==> src/rtl/seg7_scan_ctrl_if.sv <==
// Bus between the value producer, the shared BCD decoder and the display pins
// of seg7_scan_ctrl. The controller takes the slave side.
interface seg7_scan_ctrl_if #(
    parameter int DIGITS    = 4,
    parameter int BCD_WIDTH = 4,
    parameter int SEG_WIDTH = 7
);
    logic                          en;
    logic                          load;
    logic [DIGITS*BCD_WIDTH-1:0]   bcd_in;
    logic [BCD_WIDTH-1:0]          dec_bcd;
    logic [SEG_WIDTH-1:0]          dec_seg;
    logic [SEG_WIDTH-1:0]          seg_out;
    logic [DIGITS-1:0]             an;
    logic                          pending;
    logic                          frame_done;

    modport master (
        output en, load, bcd_in, dec_seg,
        input  dec_bcd, seg_out, an, pending, frame_done
    );

    modport slave (
        input  en, load, bcd_in, dec_seg,
        output dec_bcd, seg_out, an, pending, frame_done
    );
endinterface

==> src/rtl/seg7_scan_ctrl.sv <==
// Seven-segment scan controller: FETCH/SHOW/GAP per digit, frame-synchronous value commit.
// Define LEADING_ZERO_BLANK_EN to blank leading zero digits (digit 0 is always shown).
module seg7_scan_ctrl #(
    parameter int DIGITS     = 4,
    parameter int BCD_WIDTH  = 4,
    parameter int SEG_WIDTH  = 7,
    parameter int ON_CYCLES  = 4,
    parameter int GAP_CYCLES = 1
) (
    input  logic            clk,
    input  logic            rst,
    seg7_scan_ctrl_if.slave bus
);
    localparam int WORD_W  = DIGITS * BCD_WIDTH;
    localparam int DIG_W   = $clog2(DIGITS);
    localparam int CNT_MAX = (ON_CYCLES > GAP_CYCLES) ? ON_CYCLES : GAP_CYCLES;
    localparam int CNT_W   = (CNT_MAX > 1) ? $clog2(CNT_MAX) : 1;

    localparam logic [DIG_W-1:0] LAST_DIGIT = DIG_W'(DIGITS - 1);
    localparam logic [CNT_W-1:0] ON_LAST    = CNT_W'(ON_CYCLES - 1);
    localparam logic [CNT_W-1:0] GAP_LAST   = CNT_W'(GAP_CYCLES - 1);

    typedef enum logic [1:0] {FETCH, SHOW, GAP} state_e;

    state_e                state_q, state_d;
    logic [DIG_W-1:0]      digit_q, digit_d;
    logic [CNT_W-1:0]      cnt_q, cnt_d;
    logic [WORD_W-1:0]     active_q, active_d;
    logic [WORD_W-1:0]     shadow_q, shadow_d;
    logic                  pending_q, pending_d;
    logic [DIGITS-1:0]     an_q, an_d;
    logic [SEG_WIDTH-1:0]  seg_q, seg_d;
    logic                  frame_done_q, frame_done_d;

    logic frame_end;
    logic commit;
    logic blank;

    // NOTE: active and shadow words are reset like any other flop: the first
    // frame must show zeros and a reset has to discard an uncommitted shadow.
    // NOTE: sequential state uses non-blocking assignments so every flop
    // samples the values that were present before the clock edge.
    always_ff @(posedge clk) begin
        if (rst) begin
            state_q      <= FETCH;
            digit_q      <= '0;
            cnt_q        <= '0;
            active_q     <= '0;
            shadow_q     <= '0;
            pending_q    <= 1'b0;
            an_q         <= '0;
            seg_q        <= '0;
            frame_done_q <= 1'b0;
        end else begin
            state_q      <= state_d;
            digit_q      <= digit_d;
            cnt_q        <= cnt_d;
            active_q     <= active_d;
            shadow_q     <= shadow_d;
            pending_q    <= pending_d;
            an_q         <= an_d;
            seg_q        <= seg_d;
            frame_done_q <= frame_done_d;
        end
    end

    // NOTE: every signal written in always_comb gets a default first, so no
    // path through the block can leave it unassigned and infer a latch.
    always_comb begin
        state_d = state_q;
        digit_d = digit_q;
        cnt_d   = cnt_q;
        if (!bus.en) begin
            state_d = FETCH;
            digit_d = '0;
            cnt_d   = '0;
        end else begin
            unique case (state_q)
                FETCH: begin
                    state_d = SHOW;
                    cnt_d   = '0;
                end
                SHOW: begin
                    if (cnt_q == ON_LAST) begin
                        state_d = GAP;
                        cnt_d   = '0;
                    end else begin
                        cnt_d = cnt_q + CNT_W'(1);
                    end
                end
                GAP: begin
                    if (cnt_q == GAP_LAST) begin
                        state_d = FETCH;
                        cnt_d   = '0;
                        digit_d = (digit_q == LAST_DIGIT) ? '0 : digit_q + DIG_W'(1);
                    end else begin
                        cnt_d = cnt_q + CNT_W'(1);
                    end
                end
                default: state_d = FETCH;
            endcase
        end
    end

`ifdef LEADING_ZERO_BLANK_EN
    // upper_zero[d]: digits d..DIGITS-1 of the active word are all zero.
    logic [DIGITS-1:0] upper_zero;

    always_comb begin
        for (int d = 0; d < DIGITS; d++) begin
            upper_zero[d] = 1'b1;
            for (int k = d; k < DIGITS; k++) begin
                if (active_q[k*BCD_WIDTH +: BCD_WIDTH] != '0) upper_zero[d] = 1'b0;
            end
        end
    end

    assign blank = (digit_q != '0) && upper_zero[digit_q];
`else
    assign blank = 1'b0;
`endif

    // Commit happens at the frame boundary or on any disabled cycle; a load in
    // the same cycle lands in the shadow and keeps pending set.
    assign frame_end = bus.en && (state_q == GAP) && (cnt_q == GAP_LAST)
                       && (digit_q == LAST_DIGIT);
    assign commit    = pending_q && (frame_end || !bus.en);

    always_comb begin
        an_d         = an_q;
        seg_d        = seg_q;
        frame_done_d = frame_end;
        active_d     = commit ? shadow_q : active_q;
        shadow_d     = bus.load ? bus.bcd_in : shadow_q;
        pending_d    = bus.load || (pending_q && !commit);
        if (!bus.en) begin
            an_d  = '0;
            seg_d = '0;
        end else begin
            unique case (state_q)
                FETCH: begin
                    an_d  = DIGITS'(1) << digit_q;
                    seg_d = blank ? '0 : bus.dec_seg;
                end
                SHOW: begin
                    if (cnt_q == ON_LAST) begin
                        an_d  = '0;
                        seg_d = '0;
                    end
                end
                default: ;
            endcase
        end
    end

    assign bus.dec_bcd    = active_q[digit_q*BCD_WIDTH +: BCD_WIDTH];
    assign bus.seg_out    = seg_q;
    assign bus.an         = an_q;
    assign bus.pending    = pending_q;
    assign bus.frame_done = frame_done_q;

endmodule

==> src/flat_wrapper.sv <==
// flat-port wrapper written by rule: the top's interface ports become plain ports
module seg7_scan_ctrl_flat 
#(
    parameter int DIGITS     = 4,
    parameter int BCD_WIDTH  = 4,
    parameter int SEG_WIDTH  = 7,
    parameter int ON_CYCLES  = 4,
    parameter int GAP_CYCLES = 1
)
  (clk, rst, bus_en, bus_load, bus_bcd_in, bus_dec_seg, bus_dec_bcd, bus_seg_out, bus_an, bus_pending, bus_frame_done);
  seg7_scan_ctrl_if #(.DIGITS(DIGITS), .BCD_WIDTH(BCD_WIDTH), .SEG_WIDTH(SEG_WIDTH)) bus_i ();
  input  logic clk;
  input  logic rst;
  input wire logic [$bits(bus_i.en)-1:0] bus_en;
  input wire logic [$bits(bus_i.load)-1:0] bus_load;
  input wire logic [$bits(bus_i.bcd_in)-1:0] bus_bcd_in;
  input wire logic [$bits(bus_i.dec_seg)-1:0] bus_dec_seg;
  output wire logic [$bits(bus_i.dec_bcd)-1:0] bus_dec_bcd;
  output wire logic [$bits(bus_i.seg_out)-1:0] bus_seg_out;
  output wire logic [$bits(bus_i.an)-1:0] bus_an;
  output wire logic [$bits(bus_i.pending)-1:0] bus_pending;
  output wire logic [$bits(bus_i.frame_done)-1:0] bus_frame_done;
  assign bus_i.en = bus_en;
  assign bus_i.load = bus_load;
  assign bus_i.bcd_in = bus_bcd_in;
  assign bus_i.dec_seg = bus_dec_seg;
  assign bus_dec_bcd = bus_i.dec_bcd;
  assign bus_seg_out = bus_i.seg_out;
  assign bus_an = bus_i.an;
  assign bus_pending = bus_i.pending;
  assign bus_frame_done = bus_i.frame_done;
  seg7_scan_ctrl #(.DIGITS(DIGITS), .BCD_WIDTH(BCD_WIDTH), .SEG_WIDTH(SEG_WIDTH), .ON_CYCLES(ON_CYCLES), .GAP_CYCLES(GAP_CYCLES)) u_core (.clk(clk), .rst(rst), .bus(bus_i));
endmodule
==> config.mk <==
export PLATFORM = sky130hd
export DESIGN_NAME = seg7_scan_ctrl_flat
export DESIGN_NICKNAME = d
export VERILOG_FILES = /design/src/rtl/seg7_scan_ctrl_if.sv /design/src/rtl/seg7_scan_ctrl.sv /design/src/flat_wrapper.sv
export SDC_FILE = /design/constraint.sdc
export NUM_CORES = 1
export LEC_CHECK = 0
export ABC_AREA = 1
export BUFFER_PORTS_ARGS = -buffer_cell sky130_fd_sc_hd__buf_2
export CAP_MARGIN = 5
export CORE_ASPECT_RATIO = 1.25
export CORE_MARGIN = 5
export CORE_UTILIZATION = 40
export CTS_BUF_LIST = sky130_fd_sc_hd__clkbuf_8 sky130_fd_sc_hd__clkbuf_16
export CTS_CLUSTER_DIAMETER = 80
export DETAILED_ROUTE_END_ITERATION = 6
export PLACE_DENSITY = 0.61
export SYNTH_ARGS = -nofsm -noshare
export SYNTH_HDL_FRONTEND = slang
export SYNTH_SLANG_ARGS = --single-unit
export TNS_END_PERCENT = 100
==> constraint.sdc <==
create_clock -name clk -period 1.3 [get_ports clk]
set_input_delay 0.13 -clock clk [delete_from_list [all_inputs] [get_ports clk]]
set_output_delay 0.13 -clock clk [all_outputs]
set_load 0.03 [all_outputs]
# [Yosys cells after proc, flatten, opt, wreduce, memory -nomap -nowiden]
# Index checks and enable logic that the tools add are counted.
# W data, S select, Z words.
[word_totals] reg_bits=51 in_bits=27 output_inout_bits=17 word_cells=48
[op_classes] add_sub_neg=2 n_eq_ne=6 shift=2 n_mux=11 bitwise_logic=1 reduce_logical=17
[op_table] op="$shiftx A16 B5 Y4" n=1
[op_table] op="$pmux W7 S2" n=1
[op_table] op="$pmux W2 S3" n=2
[op_table] op="$mux W2" n=5
[op_table] op="$pmux W4 S2" n=1
[op_table] op="$mux W7" n=1
[op_table] op="$eq A2 B2 Y1 const B" n=3
[op_table] op="$reduce_and A2 Y1" n=3
[op_table] op="$logic_and A1 B1 Y1" n=5
[op_table] op="$add A2 B1 Y2 const B" n=2
[op_table] op="$logic_not A2 Y1" n=2
[op_table] op="$mux W4" n=1
[op_table] op="$ne A2 B1 Y1 const B" n=2
[op_table] op="$shl A1 B2 Y4 const A" n=1
[op_table] op="$reduce_bool A3 Y1" n=1
[op_table] op="$eq A2 B1 Y1 const B" n=1
[op_table] op="$logic_not A1 Y1" n=2
[op_table] op="$logic_or A1 B1 Y1" n=2
[op_table] op="$reduce_bool A2 Y1" n=1
[op_table] op="$reduce_or A2 Y1" n=1
[op_table] op="$not A1 Y1" n=1

# [Logic depth before layout (Yosys ltp)]
[depth] depth_word=9 depth_mapped=8 mapped_depth_nobuf=7

# [Least setup slack after synthesis]
# OpenSTA, ideal clock, no wires.
[synth_path] path_kind="reg2out" startpoint="reg u_core.digit_q[0]" endpoint="out bus_dec_bcd[0]" t_arrival_ps=1263 required_ps=1170 slack_ps=-93 stages_incl_launch_ff=6 n_path_buf=2 cell_sequence="dfxtp_1 > buf_2 > inv_1 > buf_2 > o21ai_0 > o22ai_1"
[synth_via] elab_chain_cells=1
[synth_rtl] item="from (decl)" line_no="seg7_scan_ctrl.sv:26" rtl="logic [DIG_W-1:0] digit_q, digit_d;"
[synth_rtl] item="from (signal assigned)" line_no="seg7_scan_ctrl.sv:56" rtl="digit_q <= digit_d;"
[synth_rtl] item="$shiftx A16 B5 Y4" line_no="seg7_scan_ctrl.sv:156" rtl="assign bus.dec_bcd = active_q[digit_q*BCD_WIDTH +: BCD_WIDTH];"
[synth_rtl] item="to (decl)" line_no="flat_wrapper.sv:18" rtl="output wire logic [$bits(bus_i.dec_bcd)-1:0] bus_dec_bcd;"
# Every way passes these cells.

# [Worst setup path after layout]
[layout_path] startpoint="reg u_core.digit_q[1]" endpoint="out bus_dec_bcd[1]"
# Same word-level chain as after synthesis.

==> impl_metrics.tcl <==
set metrics [dict create \
    global_route_wire_length_before_repair_um 8100 \
    final_area_um2 2970 \
    die_w_um 76.7 \
    number_of_buffers_created_by_cts 5 \
    timing.setup.tns_ns -1.09 \
    full_die_area_um2 7160 \
    finalNetCount 391 \
    final.period_utilization_pct 109 \
    die_h_um 93.4 \
    tritoncts "done" \
    crit_start "u_core.digit_q[1]" \
    worst_slack_ns -0.120 \
    worst_hold_startpoint "rst" \
    cp_max_fo 3 \
    post-route-util_pct 54.9 \
    clockRootBuffer "clkbuf_8" \
    leakage_nw 1.31 \
    filler_cell_count 518 \
    place.gp.congestion 0.740 \
    start_kind "register" \
    layout_min_cycle_time_ns 1.42 \
    synth_adder_area_share_pct 6.19 \
    critical_path.endpoint_type "output pin" \
    synth_top_area_share_pct 45.9 \
    ys_top_cells_by_area "dfxtp_1 (46%), a21oi_1 (11%), nand2_1 (7.8%)" \
    drt_iter0_drcs 43 \
    grtUsageTotal_pct 13.7 \
    fin_worst_skew_ns 0.00805 \
    syn_avg_cell_area_um2 7.61 \
    core-area_um2 5410 \
    synth.area.mux_share_pct 0 \
    vias 2005 \
    place.port_buffers 43 \
    cts.clk_slew.worst_paths_ns 0.09 \
    final-max-slew-violation-count 0 \
    layout.cells.most_common_list "a21oi_1 (49), nand2_1 (45), dfxtp_1 (45)" \
    final-hold-violation-count 0 \
    cellPowerDensity_nw_per_um2 1050 \
    drive_gt1_share_pct 33.3 \
    via_density 4.80 \
    initial_utilization_pct 41.1 \
    clk-insertion-delay-late_ns 0.31 \
    timing.max_slew.rel_slack_pct 80.7 \
    drt_first_pass_iters 4 \
    most_common_cell_after_layout_fill_and_taps_aside "a21oi_1" \
    yosys.area.top_type "dfxtp_1" \
    power.total_w 0.00311 \
    detailed_place_hpwl_um 3280 \
    synth_top_family_by_area "compound AO/OA/AOI/OAI gates" \
    global_route.overflow_total 0 \
    ys_seq_elements 51 \
    clk_path_buf_depth 2 \
    cts.sinks 51 \
    violations_in_the_final_reports "negative setup slack" \
    yosysWarningCount 0 \
    sequential_cell_area_um2 1030 \
    critical_path_arrival_ns 1.29 \
    synth_xor_area_share_pct 0 \
    max-vdd-ir-drop_v 0.000721 \
    synthDistinctLibCells 18 \
    syn-cell-area_um2 2220 \
    worstReg2RegStart "u_core.digit_q[1]" \
    floorplan.io_pins 44 \
    worstPathRequired_ns 1.17 \
    syn_to_final_growth_pct 33.5 \
    grt_start_max_net_pins 35 \
    grt_antenna_before_repair 0 \
    route.antenna.remaining_nets 0 \
    synth_cells 292 \
    seq_area_frac_synth_pct 45.9 \
    hold_path_class "in -> reg" \
    synth_compound_gate_area_share_pct 20.0 \
    first_global_vias 1807 \
    std_cell_rows 30 \
    cts_hold_buffers 0 \
    mappedNetlistNets 330 \
    run_status "finished, violations left" \
    synth_simple_gate_area_share_pct 17.4 \
    multi_input_area_um2 1090 \
    antenna_diode_count 0 \
    drt_drc_violations_left 0 \
    routedWlPerCell_um 12.2 \
    finalSetupViolations 21 \
    grt_setup_unrepaired "yes" \
    timing.hold.ws_ns 0.0526 \
    cts-htree-levels 2 \
    fmaxAchievable_ghz 0.704 \
    postRouteWirelength_um 5080 \
    worstMarginPinSlew_ns 0.289 \
    crit_type "reg -> out" \
    post_dp_cell_area_um2 2600 \
    timing.max_cap.violations 0 \
]
synth_stat cells:
| cell type | instances |
|---|---|
| o21bai_4 | 1 |
| o21ai_0 | 28 |
| a211oi_1 | 1 |
| buf_2 | 6 |
| nand3_1 | 18 |
| nor2_1 | 30 |
| nand2_1 | 46 |
| o211ai_1 | 1 |
| nand2_2 | 1 |
| a21oi_1 | 49 |
| o22ai_1 | 4 |
| ha_1 | 11 |
| nand4_1 | 1 |
| buf_6 | 5 |
| clkbuf_1 | 6 |
| buf_1 | 1 |
| inv_1 | 32 |
| dfxtp_1 | 51 |
cell type report:
class | instances | area share, %
Timing Repair Buffer | 72 | 18.5
Sequential cell | 51 | 34.8
Multi-Input combinational cell | 191 | 36.8
Tap cell | 64 | 2.70
Clock inverter | 3 | 0.632
Inverter | 32 | 4.26
Clock buffer | 5 | 2.32
kinds of logic after synthesis:
group / count (synthesis)
flops: 51
compound gates: 84
simple gates: 96
buf+inv: 50
fa+ha+maj: 11
metrics by stage:
step,std cells,setup WS (ns)
after floorplan,292,-0.000819
after global placement,400,-0.0177
after detailed placement,400,-0.0297
after CTS,412,-0.104
after global routing,418,-0.178
final,418,-0.120
worst max-delay path: stages (launching register included):
cell     delay, ns
dfxtp_2       0.35
buf_6         0.11
buf_6         0.10
o21ai_2       0.06
o22ai_2       0.20
buf_6         0.16
metal layers:
layer / routed length (um) / track usage (%) / vias up
met5: 0 / 0 / -
met4: 104 / 4.81 / 0
met3: 251 / 4.14 / 9
met2: 2640 / 23.5 / 49
met1: 2080 / 16.0 / 878
li1: - / - / 1069
registers in the layout, indices dropped and copies added, names as in the netlist:
name                   flops
u_core.active_q           16
u_core.shadow_q           16
u_core.bus.seg_out         7
u_core.bus.an              4
u_core.cnt_q               2
u_core.digit_q             2
u_core.state_q             2
u_core.bus.frame_done      1
u_core.bus.pending         1
timing repair:
action | 4_1_cts | 5_1_grt
gates resized for setup | 35 | 31
gates cloned | 1 | 3
buffers inserted | 3 | 3
endpoints found under the setup margin | 33 | 34
pin swaps | 2 | 7
final timing paths:
kind                                       endpoint  depth (start not counted)  slack (ns)
worst max-delay path                 bus_dec_bcd[1]                          5       -0.12
worst min-delay path             u_core.bus.pending                          2        0.05
worst max register to register  u_core.active_q[15]                          8       -0.07
worst min register to register  u_core.shadow_q[11]                          2        0.46
power by group:
group | switching (W) | internal [W]
sequential | 0.0000380 | 0.00164
combinational | 0.000292 | 0.000224
clock | 0.000531 | 0.000380
total | 0.000861 | 0.00224
No activity file was read; power rests on OpenSTA's default activity.
